`src/rtl/alu_acc_pkg.sv`:
```
// Shared opcode, flag-index and FSM-state definitions for the accumulator ALU.
package alu_acc_pkg;

    typedef enum logic [3:0] {
        OP_NOP  = 4'd0,
        OP_CLR  = 4'd1,
        OP_LOAD = 4'd2,
        OP_ADD  = 4'd3,
        OP_SUB  = 4'd4,
        OP_MUL  = 4'd5,
        OP_DIV  = 4'd6,
        OP_SHL  = 4'd7,
        OP_SHR  = 4'd8,
        OP_AND  = 4'd9,
        OP_OR   = 4'd10,
        OP_NOT  = 4'd11,
        OP_XOR  = 4'd12
    } opcode_e;

    localparam int FLG_ZF    = 4;
    localparam int FLG_CF    = 3;
    localparam int FLG_OF    = 2;
    localparam int FLG_SF    = 1;
    localparam int FLG_DZ    = 0;
    localparam int NUM_FLAGS = 5;

    typedef enum logic [1:0] {
        ST_IDLE = 2'd0,
        ST_MUL  = 2'd1,
        ST_DIV  = 2'd2
    } state_e;

    function automatic logic [NUM_FLAGS-1:0] pack_flags(input logic zf, input logic cf,
                                                        input logic of, input logic sf,
                                                        input logic dz);
        logic [NUM_FLAGS-1:0] f;
        f         = '0;
        f[FLG_ZF] = zf;
        f[FLG_CF] = cf;
        f[FLG_OF] = of;
        f[FLG_SF] = sf;
        f[FLG_DZ] = dz;
        return f;
    endfunction

endpackage

```
`src/rtl/alu_acc_muldiv.sv`:
```
// Iterative core: WIDTH-step shift-add multiply or restoring divide, one step per cycle.
// result_lo/result_hi show the value after the current step, so the caller latches them when last=1.
module alu_acc_muldiv
    import alu_acc_pkg::*;
#(
    parameter int WIDTH = 16
) (
    input  logic             clk,
    input  logic             rst_n,
    input  logic             start,
    input  logic             is_div,
    input  logic [WIDTH-1:0] a,
    input  logic [WIDTH-1:0] b,
    output logic [WIDTH-1:0] result_lo,
    output logic [WIDTH-1:0] result_hi,
    output logic             last
);

    localparam int CNT_W = $clog2(WIDTH) + 1;

    logic [WIDTH-1:0] hi_reg, lo_reg, b_reg;
    logic             div_reg, active_reg;
    logic [CNT_W-1:0] cnt_reg;

    logic [WIDTH:0]   mul_sum, div_shift;
    logic [WIDTH-1:0] div_diff, hi_next, lo_next;

    // lo_reg holds the multiplier (MUL) or the dividend/quotient (DIV); hi_reg is the partial product or remainder.
    always_comb begin
        mul_sum   = {1'b0, hi_reg} + (lo_reg[0] ? {1'b0, b_reg} : '0);
        div_shift = {hi_reg, lo_reg[WIDTH-1]};
        div_diff  = div_shift[WIDTH-1:0] - b_reg;
        if (div_reg) begin
            if (div_shift >= {1'b0, b_reg}) begin
                hi_next = div_diff;
                lo_next = {lo_reg[WIDTH-2:0], 1'b1};
            end else begin
                hi_next = div_shift[WIDTH-1:0];
                lo_next = {lo_reg[WIDTH-2:0], 1'b0};
            end
        end else begin
            hi_next = mul_sum[WIDTH:1];
            lo_next = {mul_sum[0], lo_reg[WIDTH-1:1]};
        end
    end

    always_ff @(posedge clk or negedge rst_n) begin
        if (!rst_n) begin
            hi_reg     <= '0;
            lo_reg     <= '0;
            b_reg      <= '0;
            div_reg    <= 1'b0;
            active_reg <= 1'b0;
            cnt_reg    <= '0;
        end else if (start) begin
            hi_reg     <= '0;
            lo_reg     <= a;
            b_reg      <= b;
            div_reg    <= is_div;
            active_reg <= 1'b1;
            cnt_reg    <= CNT_W'(WIDTH - 1);
        end else if (active_reg) begin
            hi_reg  <= hi_next;
            lo_reg  <= lo_next;
            cnt_reg <= cnt_reg - 1'b1;
            if (cnt_reg == '0) begin
                active_reg <= 1'b0;
            end
        end
    end

    assign result_lo = lo_next;
    assign result_hi = hi_next;
    assign last      = active_reg && (cnt_reg == '0);

endmodule

```
`src/rtl/alu_acc_mc.sv`:
```
// Accumulator ALU with valid/ready op intake, single-cycle arithmetic/logic/shift ops
// and iterative MUL/DIV; ACC, HI and flags are registered and done pulses once per op.
module alu_acc_mc
    import alu_acc_pkg::*;
#(
    parameter int WIDTH = 16
) (
    input  logic                 clk,
    input  logic                 rst_n,
    input  logic                 op_valid,
    output logic                 op_ready,
    input  logic [3:0]           opcode,
    input  logic [WIDTH-1:0]     operand,
    output logic [WIDTH-1:0]     acc_out,
    output logic [WIDTH-1:0]     hi_out,
    output logic [NUM_FLAGS-1:0] flags,
    output logic                 done,
    output logic                 busy
);

    localparam int SHAMT_W = $clog2(WIDTH);

    state_e               state_reg;
    logic [WIDTH-1:0]     acc_reg, hi_reg;
    logic [NUM_FLAGS-1:0] flags_reg;
    logic                 done_reg;

    logic                 accept, md_start, md_is_div, md_last;
    logic [WIDTH-1:0]     md_lo, md_hi;
    logic [SHAMT_W-1:0]   shamt;
    logic [WIDTH:0]       sum_ext, diff_ext, shl_ext, shr_ext;
    logic [WIDTH-1:0]     sc_acc, sc_hi;
    logic                 sc_cf, sc_of, sc_dz, sc_flag_wr;
    logic [NUM_FLAGS-1:0] sc_flags, md_flags;

    assign op_ready  = (state_reg == ST_IDLE);
    assign busy      = (state_reg != ST_IDLE);
    assign accept    = op_valid && op_ready;
    assign shamt     = operand[SHAMT_W-1:0];
    assign md_is_div = (opcode == OP_DIV);
    // A zero divisor is resolved immediately and never enters the iterative core.
    assign md_start  = accept && ((opcode == OP_MUL) || ((opcode == OP_DIV) && (operand != '0)));

    always_comb begin
        sum_ext    = {1'b0, acc_reg} + {1'b0, operand};
        diff_ext   = {1'b0, acc_reg} - {1'b0, operand};
        shl_ext    = {1'b0, acc_reg} << shamt;
        shr_ext    = {acc_reg, 1'b0} >> shamt;
        sc_acc     = acc_reg;
        sc_hi      = hi_reg;
        sc_cf      = 1'b0;
        sc_of      = 1'b0;
        sc_dz      = 1'b0;
        sc_flag_wr = 1'b1;
        case (opcode)
            OP_CLR: begin
                sc_acc = '0;
                sc_hi  = '0;
            end
            OP_LOAD: sc_acc = operand;
            OP_ADD: begin
                sc_acc = sum_ext[WIDTH-1:0];
                sc_cf  = sum_ext[WIDTH];
                sc_of  = (acc_reg[WIDTH-1] == operand[WIDTH-1]) &&
                         (sum_ext[WIDTH-1] != acc_reg[WIDTH-1]);
            end
            OP_SUB: begin
                sc_acc = diff_ext[WIDTH-1:0];
                sc_cf  = diff_ext[WIDTH];
                sc_of  = (acc_reg[WIDTH-1] != operand[WIDTH-1]) &&
                         (diff_ext[WIDTH-1] != acc_reg[WIDTH-1]);
            end
            OP_DIV: begin
                sc_acc = '1;
                sc_hi  = acc_reg;
                sc_dz  = 1'b1;
            end
            OP_SHL: begin
                sc_acc = shl_ext[WIDTH-1:0];
                sc_cf  = shl_ext[WIDTH];
            end
            OP_SHR: begin
                sc_acc = shr_ext[WIDTH:1];
                sc_cf  = shr_ext[0];
            end
            OP_AND:  sc_acc = acc_reg & operand;
            OP_OR:   sc_acc = acc_reg | operand;
            OP_NOT:  sc_acc = ~operand;
            OP_XOR:  sc_acc = acc_reg ^ operand;
            default: sc_flag_wr = 1'b0;
        endcase
        sc_flags = pack_flags(sc_acc == '0, sc_cf, sc_of, sc_acc[WIDTH-1], sc_dz);
        md_flags = pack_flags(md_lo == '0, (state_reg == ST_MUL) && (md_hi != '0),
                              (state_reg == ST_MUL) && (md_hi != '0), md_lo[WIDTH-1], 1'b0);
    end

    alu_acc_muldiv #(.WIDTH(WIDTH)) u_muldiv (
        .clk       (clk),
        .rst_n     (rst_n),
        .start     (md_start),
        .is_div    (md_is_div),
        .a         (acc_reg),
        .b         (operand),
        .result_lo (md_lo),
        .result_hi (md_hi),
        .last      (md_last)
    );

    always_ff @(posedge clk or negedge rst_n) begin
        if (!rst_n) begin
            state_reg <= ST_IDLE;
            acc_reg   <= '0;
            hi_reg    <= '0;
            flags_reg <= '0;
            done_reg  <= 1'b0;
        end else begin
            done_reg <= 1'b0;
            case (state_reg)
                ST_IDLE: begin
                    if (md_start) begin
                        state_reg <= md_is_div ? ST_DIV : ST_MUL;
                    end else if (accept) begin
                        acc_reg  <= sc_acc;
                        hi_reg   <= sc_hi;
                        done_reg <= 1'b1;
                        if (sc_flag_wr) begin
                            flags_reg <= sc_flags;
                        end
                    end
                end
                ST_MUL, ST_DIV: begin
                    if (md_last) begin
                        acc_reg   <= md_lo;
                        hi_reg    <= md_hi;
                        flags_reg <= md_flags;
                        done_reg  <= 1'b1;
                        state_reg <= ST_IDLE;
                    end
                end
                default: state_reg <= ST_IDLE;
            endcase
        end
    end

    assign acc_out = acc_reg;
    assign hi_out  = hi_reg;
    assign flags   = flags_reg;
    assign done    = done_reg;

endmodule

```
`config.mk`:
```
export PLATFORM = sky130hd
export DESIGN_NAME = alu_acc_mc
export DESIGN_NICKNAME = d
export VERILOG_FILES = /design/src/rtl/alu_acc_pkg.sv /design/src/rtl/alu_acc_muldiv.sv /design/src/rtl/alu_acc_mc.sv
export SDC_FILE = /design/constraint.sdc
export NUM_CORES = 1
export LEC_CHECK = 0
export ABC_CLOCK_PERIOD_IN_PS = 4660
export CAP_MARGIN = 20
export CORE_MARGIN = 3
export CORE_UTILIZATION = 35
export DETAILED_ROUTE_END_ITERATION = 16
export MAX_ROUTING_LAYER = met4
export PLACE_DENSITY = 0.57
export SYNTH_ARGS = -nofsm -noshare
export SYNTH_HDL_FRONTEND = slang
export SYNTH_SLANG_ARGS = --single-unit
```
`constraint.sdc`:
```
create_clock -name clk -period 4.66 [get_ports clk]
set_input_delay 0.932 -clock clk [delete_from_list [all_inputs] [get_ports clk]]
set_output_delay 0.932 -clock clk [all_outputs]
set_load 0.05 [all_outputs]
```
==> metrics.txt <==
sw frac=55.97%; nets=1743; final hold vios=0; Total GRT Usage=28.33%; clock share of power=7.8%; final worst path period need=4.304 ns; fin area=13380 sq um; synth unique cells=90; worst path cell trace=clkdlybuf4s50_1 > ha_1 > inv_1 > fa_1 > nor2b_1 > o21ai_0 > a31oi_1 > or3_1 > nor4_1 > mux2_2 > o22a_1 > nor4_2 > buf_4 > nand4b_1 > a21oi_1; RePlAce Congestion=1.025; initial antenna violation count=0; Routed WL=49.76 mm; commonest non-fill, non-tap cells in the layout=nor2_1 (171), nand2_1 (168), a21oi_1 (155); largest family of logic cells by synthesized area=compound AO/OA/AOI/OAI gates; clk sink count=95; Placed Area=13080 sq um; layout cell share with drive strength beyond 1=11.46%; # diodes=0; Post-Synth Simple-Gate Area=21.45%; via count=12650; Worst Hold Class=flop to flop; RSZ-0062 raised after global routing=false; Area growth syn-to-layout=16.20%; Starting Density=36.02%; Initial DRC Count=1492; DR pass1 iterations=6; Avg Synthesized Cell Area=7.395 sq um; final period utilization=92.36%; Worst VDD drop=342.3 uV; XOR/XNOR Fraction of Synth Area=3.195%; Top delay family on crit path=simple AND/OR/NAND/NOR gates; outcome=finished, final reports clean; mux contribution to synthesized area=8.715%; Layout Cells excl Fill=2067; Reg2Reg Setup Slack=0.48 ns; final setup vio count=0; worst-path maximum fanout=2; clk_lat worst skew=0.37 ns; worst path buffer plus inverter count=3; vias in the first global route=12070; CTS tree=done; Die Y-Extent=187.4 um; total gr overflow=0; DP Cell Count=2051; Vias per Instance=6.119; largest stage delay on the critical path=0.52 ns; Flop pwr share=16.4%; sw power=0.005484 W; Synth Register Bits=95; power per cell area=732.4 nW/um^2; Clock Path Buffers=2; startpoint types=primary input; Die Width=187.4 um; CTS root buffer=clkbuf_16; CP arrival=4.60 ns; most common cell after layout, fill and taps aside=nor2_1; final slew viol count=0; final core utilization=41.86%; Crit. End Element=flop; Synth Instances=1557; detailed-route wire length per cell=24.07 um; sequential share of the synthesized area=20.65%; Mapped Area=11510 sq um; IO buf count=62; adder-cell share of the synthesized area=10.37%; Leakage Power=5.671 nW; Num CTS Buffers=9; Req. time, crit path=4.96 ns; Core Region=31960 sq um; H-Tree Level Count=3; EDFF count, synth=0; synthesis warning total=0; Setup CP Type=primary input to flop; die area=35110 sq um; internal power=0.004314 W; first-pass GRT wire length=75.24 mm; Worst Skew=0.01650 ns; largest net degree at the start of global routing=71; Critical Path Slowest Stage Cell=clkdlybuf4s50_1; Most used DFF post-synth=dfrtp_1; Compound-Gate Fraction of Synth Area=28.61%; fmax=232.3 MHz; DRC=0; max_cap viols=0; worst hold slack=0.4917 ns; HPWL Detailed=38.53 mm; worst slew pin tran=1.144 ns; Logic pwr share=75.8%; Site Rows=65; Ports=63; CTS clk-pin slew, worst paths=0.08 ns; Slew HR=22.69%; asr flop ratio synth=100.0%; antenna-violating nets left=0; Post-Syn Nets=1673
## stage by stage
| step | power [W] | setup TNS [ns] | setup WS (ns) |
|---|---|---|---|
| 4_1_cts | 0.009699 | 0 | 0.3101 |
| 5_1_grt | 0.01050 | 0 | 0.06394 |
| 3_5_place_dp | 0.008900 | -0.07555 | -0.07555 |
| 2_1_floorplan | 0.006521 | 0 | 0.2593 |
| 3_3_place_gp | 0.008854 | 0 | 0.03257 |
| 6_report | 0.009799 | 0 | 0.3560 |
## path summary, 6_finish.rpt
kind,start,to,cells after the start
max,operand[0],flags[4]$_DFFE_PN0P_,15
min,flags[0]$_DFFE_PN0P_,flags[0]$_DFFE_PN0P_,2
max reg2reg,u_muldiv.lo_reg[0]$_DFFE_PN0P_,flags[2]$_DFFE_PN0P_,13
min reg2reg,flags[0]$_DFFE_PN0P_,flags[0]$_DFFE_PN0P_,2
max in group asynchronous,rst_n,u_muldiv.div_reg$_DFFE_PN0P_,2
min in group asynchronous,rst_n,u_muldiv.hi_reg[9]$_DFFE_PN0P_,1
## Yosys cell counts, drive strengths merged (16+ instances only)
master | number | area share, %
dfrtp | 95 | 21
o211ai | 17 | 1.1
a211oi | 17 | 1.2
ha | 89 | 9.7
xnor2 | 30 | 2.3
o22ai | 16 | 0.87
nor3 | 30 | 1.3
o21ai | 119 | 5.2
mux2i | 56 | 4.9
nand2 | 169 | 5.5
nor2b | 22 | 1.2
buf | 30 | 1.3
and2 | 22 | 1.2
inv | 85 | 2.8
a21oi | 157 | 6.9
nand4 | 17 | 1.0
nand3 | 31 | 1.3
nor2 | 172 | 5.6
nor4 | 16 | 0.87
clkbuf | 85 | 2.9
a21o | 17 | 1.1
a31oi | 20 | 1.2
## final cells by class
cell class / count / area [sq um]
Fill cell: 3305 / 18580
Multi-Input combinational cell: 1259 / 8343
Sequential cell: 95 / 2379
Timing Repair Buffer: 174 / 1486
Tap cell: 435 / 544.3
Inverter: 88 / 330.3
Clock buffer: 9 / 225.2
Clock inverter: 7 / 71.32
## worst min-delay path, delay by kind of cell (launching register included)
family	cells	cell delay, ns
AOI/OAI and AO/OA	1	0.05
DFF	1	0.35
and+or+nand+nor	1	0.05
## power groups by stage
stage / registers (W) / logic, W / clock network [W]
3_5_place_dp: 0.00161 / 0.00729 / 0
3_3_place_gp: 0.00160 / 0.00725 / 0
5_1_grt: 0.00165 / 0.00804 / 0.000805
2_1_floorplan: 0.00204 / 0.00448 / 0
4_1_cts: 0.00160 / 0.00733 / 0.000771
6_report: 0.00161 / 0.00743 / 0.000764
## metal layers
metal | up-vias | wire length (um) | GRT usage (%)
met3 | 98 | 3960 | 3.542
met5 | - | 0 | -
met4 | 0 | 2112 | 10.82
met2 | 641 | 22750 | 44.94
met1 | 6096 | 20940 | 37.01
li1 | 5813 | - | -
## what timing repair did
item	in CTS	in global routing
endpoints found under the setup margin	0	1
gates resized for setup	0	1
hold endpoints to repair	0	0
buffers inserted	0	0
hold buffers	0	0
## cell families (layout without fill, tap and decap cells)
group | count (synthesis) | in the layout
compound gates | 508 | 508
buf+inv | 203 | 278
simple gates | 533 | 533
fa+ha+maj | 93 | 93
xor+xnor | 42 | 42
mux | 83 | 83
flops | 95 | 95
Note: power is estimated with default switching activity, not from simulation.
